[config.mk]
export PLATFORM = sky130hd
export DESIGN_NAME = ctrl_fifo_unpack
export DESIGN_NICKNAME = d
export VERILOG_FILES = /design/src/rtl/ctrl_fifo_pkg.sv /design/src/rtl/fifo_word_ram.sv /design/src/rtl/ctrl_fifo_unpack.sv
export SDC_FILE = /design/constraint.sdc
export NUM_CORES = 2
export LEC_CHECK = 0
export ABC_AREA = 1
export CAP_MARGIN = 10
export CORE_UTILIZATION = 58
export CTS_BUF_LIST = sky130_fd_sc_hd__clkbuf_8
export DETAILED_ROUTE_END_ITERATION = 6
export GPL_ROUTABILITY_DRIVEN = 1
export HOLD_SLACK_MARGIN = 0.15
export PLACE_DENSITY_LB_ADDON = 0.12
export SLEW_MARGIN = 20
export SYNTH_ARGS = -nofsm -noshare
export SYNTH_HDL_FRONTEND = slang
export SYNTH_HIERARCHICAL = 1
export SYNTH_SLANG_ARGS = --single-unit
export TNS_END_PERCENT = 30
[constraint.sdc]
create_clock -name clk -period 15.7 [get_ports clk]
set_clock_uncertainty 0.05 [all_clocks]
set_input_delay 4.71 -clock clk [delete_from_list [all_inputs] [get_ports clk]]
set_output_delay 4.71 -clock clk [all_outputs]
set_load 0.02 [all_outputs]
[src/rtl/ctrl_fifo_pkg.sv]
// Shared definitions for the control FIFO family (the packing and unpacking
// variants). It holds the word and byte geometry and the level-width helper.
package ctrl_fifo_pkg;

  localparam int unsigned WIDE_W         = 256;
  localparam int unsigned NARROW_W       = 8;
  localparam int unsigned BYTES_PER_WORD = 32;
  localparam int unsigned BIDX_W         = 5;

  // Number of bits needed to hold a byte level of 0..depth_words*32.
  function automatic int unsigned lvl_width(input int unsigned depth_words);
    return $clog2(depth_words * BYTES_PER_WORD + 1);
  endfunction

endpackage

[src/rtl/fifo_word_ram.sv]
// Simple dual-port word store with a synchronous write and an asynchronous read.
// It has no reset, so stored contents are only meaningful where the owning
// pointers say so.
//   i_clk   : write clock
//   i_we    : write enable
//   i_waddr : write address
//   i_wdata : write word
//   i_raddr : read address
//   o_rdata : combinational read word
module fifo_word_ram #(
  parameter int unsigned DEPTH = 8,
  parameter int unsigned AW    = 3,
  parameter int unsigned W     = 256
) (
  input  logic          i_clk,
  input  logic          i_we,
  input  logic [AW-1:0] i_waddr,
  input  logic [W-1:0]  i_wdata,
  input  logic [AW-1:0] i_raddr,
  output logic [W-1:0]  o_rdata
);

  logic [W-1:0] r_mem [DEPTH];

  always_ff @(posedge i_clk) begin
    if (i_we) r_mem[i_waddr] <= i_wdata;
  end

  assign o_rdata = r_mem[i_raddr];

endmodule

[src/rtl/ctrl_fifo_unpack.sv]
// Wide-to-narrow control FIFO. It accepts 256-bit words and delivers them one
// byte at a time, least-significant byte first, with first-word-fall-through
// on the byte side.
//   clk, rst        : single clock, synchronous active-high reset
//   din, wrreq      : word write (accepted when ~full)
//   full/almost_full: word-count flags
//   dout, rdreq     : head byte (0 when empty) and pop request
//   empty/almost_empty, rd_water_level : byte-level flags and level
//   wr_overflow / rd_underflow : one-cycle pulses for rejected requests
module ctrl_fifo_unpack
  import ctrl_fifo_pkg::*;
#(
  parameter  int unsigned DEPTH_WORDS = 8,
  parameter  int unsigned AF_MARGIN   = 1,
  parameter  int unsigned AE_THRESH   = 4,
  localparam int unsigned LVL_W       = lvl_width(DEPTH_WORDS)
) (
  input  logic                clk,
  input  logic                rst,
  input  logic [WIDE_W-1:0]   din,
  input  logic                wrreq,
  output logic                full,
  output logic                almost_full,
  output logic [NARROW_W-1:0] dout,
  input  logic                rdreq,
  output logic                empty,
  output logic                almost_empty,
  output logic [LVL_W-1:0]    rd_water_level,
  output logic                wr_overflow,
  output logic                rd_underflow
);

  localparam int unsigned AW = $clog2(DEPTH_WORDS);
  localparam int unsigned CW = $clog2(DEPTH_WORDS + 1);

  logic [AW-1:0]     r_wr_ptr;
  logic [AW-1:0]     r_rd_ptr;
  logic [BIDX_W-1:0] r_byte_idx;
  logic [CW-1:0]     r_word_cnt;
  logic              r_wr_ovf;
  logic              r_rd_udf;

  logic              w_wr_acc;
  logic              w_rd_acc;
  logic              w_free;
  logic [LVL_W-1:0]  w_level;
  logic [WIDE_W-1:0] w_head;
  logic [NARROW_W-1:0] w_head_byte;

  // Bytes still readable: whole stored words minus those already taken from the head.
  assign w_level = LVL_W'({r_word_cnt, {BIDX_W{1'b0}}}) - LVL_W'(r_byte_idx);

  assign full         = (r_word_cnt == CW'(DEPTH_WORDS));
  assign almost_full  = (r_word_cnt >= CW'(DEPTH_WORDS - AF_MARGIN));
  assign empty        = (w_level == '0);
  assign almost_empty = (w_level <= LVL_W'(AE_THRESH));

  assign w_wr_acc = wrreq & ~full;
  assign w_rd_acc = rdreq & ~empty;
  // Popping the last byte of the head word releases that word slot.
  assign w_free   = w_rd_acc & (r_byte_idx == '1);

  fifo_word_ram #(
    .DEPTH (DEPTH_WORDS),
    .AW    (AW),
    .W     (WIDE_W)
  ) u_ram (
    .i_clk   (clk),
    .i_we    (w_wr_acc),
    .i_waddr (r_wr_ptr),
    .i_wdata (din),
    .i_raddr (r_rd_ptr),
    .o_rdata (w_head)
  );

  assign w_head_byte    = w_head[{r_byte_idx, 3'b000} +: NARROW_W];
  assign dout           = empty ? '0 : w_head_byte;
  assign rd_water_level = w_level;
  assign wr_overflow    = r_wr_ovf;
  assign rd_underflow   = r_rd_udf;

  always_ff @(posedge clk) begin
    if (rst) begin
      r_wr_ptr   <= '0;
      r_rd_ptr   <= '0;
      r_byte_idx <= '0;
      r_word_cnt <= '0;
      r_wr_ovf   <= 1'b0;
      r_rd_udf   <= 1'b0;
    end else begin
      r_wr_ovf <= wrreq & full;
      r_rd_udf <= rdreq & empty;
      if (w_wr_acc) r_wr_ptr <= r_wr_ptr + AW'(1);
      if (w_rd_acc) r_byte_idx <= r_byte_idx + BIDX_W'(1);
      if (w_free)   r_rd_ptr <= r_rd_ptr + AW'(1);
      if (w_wr_acc && !w_free)      r_word_cnt <= r_word_cnt + CW'(1);
      else if (!w_wr_acc && w_free) r_word_cnt <= r_word_cnt - CW'(1);
    end
  end

endmodule

### Word-level counts from Yosys, hierarchy flattened

Memories as Yosys holds them, arrays and structs flattened. A register that Yosys moved wholly into a read port is not among the register bits.
Cells that the tools add are included.

| storage, ports and cells | value |
|---|---|
| register bits | 17 |
| memory bits (writable) | 2,048 |
| logic and storage cells | 38 |
| memories | 1 |

| cells by class | value |
|---|---|
| add/sub/neg operators | 6 |
| order comparisons | 2 |
| eq/ne operators | 2 |
| shift-type cells | 1 |
| mux-type cells | 7 |
| bitwise operators | 7 |
| reduce and logical (&&, ||, !) cells | 6 |

Memories:

| name | depth | width | rd ports | clocked after Yosys merged registers in | wr ports | RTL line | RTL |
|---|---|---|---|---|---|---|---|
| u_ram.r_mem | 8 | 256 | 1 | 1 | 1 | fifo_word_ram.sv:23 | `logic [W-1:0] r_mem [DEPTH];` |

Operator list:

| operator | number |
|---|---|
| 256-bit by 9-bit indexed part select with 8-bit output | 1 |
| 9-bit by 3-bit less-or-equal comparator with 1-bit output, second input constant | 1 |
| 9-bit zero test | 1 |
| 9-bit by 5-bit subtractor with 9-bit output | 1 |
| 4-bit 2-to-1 mux | 2 |
| 8-bit 2-to-1 mux | 1 |
| 3-bit by 1-bit adder with 3-bit output, second input constant | 2 |
| 3-bit 2-to-1 mux | 2 |
| 5-bit by 1-bit adder with 5-bit output, second input constant | 1 |
| 1-bit AND | 5 |
| 5-bit equality test, second input constant | 1 |
| 4-bit by 1-bit adder with 4-bit output, second input constant | 1 |
| 4-bit equality test, second input constant | 1 |
| 4-bit by 3-bit >= comparator with 1-bit output, second input constant | 1 |
| 4-bit by 1-bit subtractor with 4-bit output, second input constant | 1 |
| 1-bit logical AND | 2 |
| 1-bit zero test | 2 |
| 1-bit 2-to-1 mux | 2 |
| 1-bit NOT | 2 |
| 2-bit nonzero test | 1 |

### Logic depth before layout (Yosys ltp)

| depth | value |
|---|---|
| word-level depth | 8 |
| gate-level depth with buffers | 23 |
| gate-level depth less buffers | 20 |

### By module

The synthesis kept the hierarchy.

By module, submodules not included:

| module | times used | cells an instance | area each (um2) |
|---|---|---|---|
| fifo_word_ram | 1 | 8,865 | 88,832.7 |
| ctrl_fifo_unpack | 1 | 693 | 3,498.4 |

### Worst setup path after synthesis

OpenSTA, ideal clock, no wires.

| timing | value |
|---|---|
| path kind | input port to flip-flop |
| start | in wrreq |
| end | mem u_ram.r_mem[1][0], enable pin |
| library setup time | 880 ps |
| data arrival time | 15,880 ps |
| required time | 14,770 ps |
| setup slack | -1,110 ps |
| stages | 4 |
| path buffers | 0 |
| cells stage by stage | inv_1 > nor2_1 > nand2_1 > nor2_1 |

| on the way | value |
|---|---|
| word-level cells in the longest chain between the ends | 3 |

Ends and longest elaborated chain:

| element | RTL line | RTL |
|---|---|---|
| start, declared | ctrl_fifo_unpack.sv:21 | `input logic wrreq,` |
| 1-bit AND | ctrl_fifo_unpack.sv:58 | `assign w_wr_acc = wrreq & ~full;` |
| named net w_wr_acc | ctrl_fifo_unpack.sv:43 | `logic w_wr_acc;` |
| 1-bit 2-to-1 mux | fifo_word_ram.sv:26 | `if (i_we) r_mem[i_waddr] <= i_wdata;` |
| 1-bit 2-to-1 mux (not written as such) | fifo_word_ram.sv:26 |  |
| end, declared | fifo_word_ram.sv:23 |  |

The timed path passes the listed nets, and every way through them passes these cells.

==> flow_metrics.tcl <==
set metrics [dict create \
    crit_top_cell "nand2_1" \
    finalWeightedCongestion 0.813 \
    end_kind "primary output" \
    failed_checks "design-rule violations" \
    portBuffers 282 \
    cap_viol_max_count 0 \
    cts_hold_buf 0 \
    synth_cells 9558 \
    routed_wl_mm 239 \
    arrival_ns 6.28 \
    tritoncts "built" \
    path_class "reg -> out" \
    slew_headroom_pct 15.0 \
    area_delta_synth_final_pct 10.9 \
    yosysWarnings 6 \
    crit_family "buffers and inverters" \
    numCtsBuffers 347 \
    ys_types 31 \
    cts_buffer_depth 4 \
    root_buffer "clkbuf_8" \
    cpMaxStageDelayCell "o21ai_0" \
    swShare_pct 23.6 \
    htree_levels 5 \
    postLayoutCoreUtil_pct 64.8 \
    p_switching_uw 2660 \
    min_path_type "reg -> reg" \
    status "finished, violations left" \
    dieArea_um2 161000 \
    worst_slew_pin_slew_ns 1.26 \
    path_cells "inv_16, buf_12, buf_4, nand2_1, nand3_1, nand2_1, nand2_1, nand2_1, a21oi_1, a22oi_1, o21ai_0, nand4_1, nand2_1, nor2_1, clkdlybuf4s50_1" \
    wl_per_cell_um 19.7 \
    drcViolationCount 3 \
    powerDensity_nw_per_um2 110 \
    grt_max_degree 209 \
    layout.nets 10100 \
    fin_crit_sh_pct 70.3 \
    hold_violations 0 \
    worstPathMaxFanout 208 \
    ios 283 \
    path_clk_slew_ns 0.06 \
    p_seq_share_pct 56.0 \
    die_x_um 401 \
    drt_iter0_markers 6185 \
    p_comb_share_pct 6.7 \
    path_buf_inv 4 \
    initial_core_util_pct 58.4 \
    startpoint_type "flip-flop" \
    clock_sinks 2065 \
    rsz0062_at_grt "false" \
    coreArea_um2 158000 \
    r2r_slack_ns 11.06 \
    leakagePower_uw 0.0468 \
    cp_data_required_time_ns 10.94 \
    netlist_area_um2 92300 \
    cpPeakStageDelay_ns 0.80 \
    grtUsageTotal_pct 29.5 \
    antenna_found_initial 55 \
    finalSetupViolations 0 \
    finalMaxSlewViolations 0 \
    post_cts_buffers 0 \
    die_y_um 401 \
    ys_seq_area_share_pct 67.0 \
    irDropWorstVdd_mv 0.103 \
    synth-seq-cells 2065 \
    power.internal_uw 8600 \
    ant_nets 0 \
    clk_latency_ns 1.05 \
    power_uw 11300 \
    grt_pass1_wl_mm 360 \
    dp_hpwl_mm 123 \
    grt-ovfl-total 0 \
    grt_pass1_vias 60600 \
    drive_gt1_share_pct 4.86 \
    num_rows 146 \
    vias 63800 \
    fin_crit_ns 11.04 \
    cts_resized 0 \
    via_per_inst 5.26 \
    firstDrtPassIters 7 \
    syn_nets 9828 \
    synth.avg_cell_area_um2 9.66 \
    max_freq_ghz 0.0906 \
    pwr-share-clk_pct 37.3 \
]
## flip-flops by register name (all words and copies together) (netlist names)
signal	cells
wr_overflow	1
u_ram/r_mem	2048
r_rd_ptr	3
r_wr_ptr	3
rd_underflow	1
r_byte_idx	5
r_word_cnt	4
## path summary, 6_finish.rpt
kind | from | end | cells after the start
hold reg to reg | r_wr_ptr[0] | r_wr_ptr[0] | 1
setup / recovery | r_rd_ptr[0] | dout[4] | 15
hold / removal | r_wr_ptr[0] | r_wr_ptr[0] | 1
setup reg to reg | r_byte_idx[0] | r_word_cnt[3] | 20
## metal layers
layer  global-route usage (%)  share of wire (%)  wire [um]
met5                        0               0.13        317
met2                     46.9                 47     112000
met1                     40.7                 41      99000
met3                     7.21                9.9      23600
met4                     8.29                1.9       4610
## power groups by stage
stage | logic (uW) | registers [uW] | clock network (uW)
floorplan | 371 | 6480 | 0
global placement | 740 | 6410 | 0
detailed placement | 750 | 6420 | 0
CTS | 754 | 6300 | 4270
global route | 827 | 6310 | 4520
finish | 760 | 6300 | 4200
## placed cells by master, fill, tap and decap left out, types with 7 or more instances in the layout
| cell type | synthesis | layout |
|---|---|---|
| inv_1 | 2082 | 2211 |
| buf_12 | 0 | 23 |
| dfxtp_1 | 17 | 12 |
| a31oi_1 | 7 | 7 |
| clkinv_1 | 1 | 65 |
| ha_1 | 9 | 9 |
| a21oi_1 | 66 | 66 |
| clkbuf_8 | 0 | 355 |
| nor2_4 | 0 | 8 |
| nand3_1 | 1146 | 1146 |
| nand4_1 | 14 | 14 |
| diode_2 | 0 | 19 |
| clkdlybuf4s50_1 | 0 | 282 |
| o21ai_0 | 22 | 20 |
| buf_4 | 25 | 51 |
| clkinv_2 | 0 | 30 |
| nand2_1 | 3603 | 3603 |
| nor2_1 | 48 | 39 |
| a22oi_1 | 10 | 10 |
| a32o_1 | 7 | 7 |
| edfxtp_1 | 2048 | 2048 |
| a22o_1 | 9 | 9 |
## area by class of cell
| type | count | area, um2 |
|---|---|---|
| antenna | 19 | 47.5 |
| clock buffer | 355 | 4890 |
| clock inverter | 229 | 988 |
| fill | 12600 | 55800 |
| inverter | 2087 | 7870 |
| multi-input combinational | 4952 | 20500 |
| sequential | 2065 | 61900 |
| tap | 2072 | 2590 |
| timing repair buffer | 357 | 3680 |
## synthesized netlist by cell type (all sizes together)
master	number	area share [%]
nand2	3604	15
inv	2086	8.5
edfxtp	2048	67
nand3	1147	6.2
buf	338	1.9
clkbuf	116	0.48
a21oi	66	0.36
nor2	49	0.20
o21ai	22	0.12
dfxtp	17	0.37
nand4	14	0.095
a22oi	10	0.081
a22o	9	0.085
ha	9	0.12
a31oi	7	0.047
a32o	7	0.076
xor2	4	0.038
clkinv	1	0.0041
fa	1	0.022
nor3	1	0.0054
nor4	1	0.0068
o211ai	1	0.0081
## logic make-up (layout without fill, tap and decap cells)
kind of cell,Yosys count,in the layout,share of synthesized area (%)
simple gates,4816,4816,21.2
buf+inv,2541,3028,10.9
flops,2065,2065,67.0
compound gates,122,122,0.775
fa+ha+maj,10,10,0.144
xor+xnor,4,4,0.0379
other cells,0,19,0
## through the flow
step	worst slack, ns	instances	hold WS, ns	TNS [ns]	instance area [um2]
finish	4.66	12100	0.452	0	102000
floorplan	-1.11	9558	0.409	-2247.60	92300
global route	4.38	12100	0.476	0	102000
global placement	5.68	11500	0.426	0	96500
detailed placement	5.69	11500	0.438	0	96500
CTS	4.55	12100	0.453	0	102000
(Power assumes the default switching activity.)
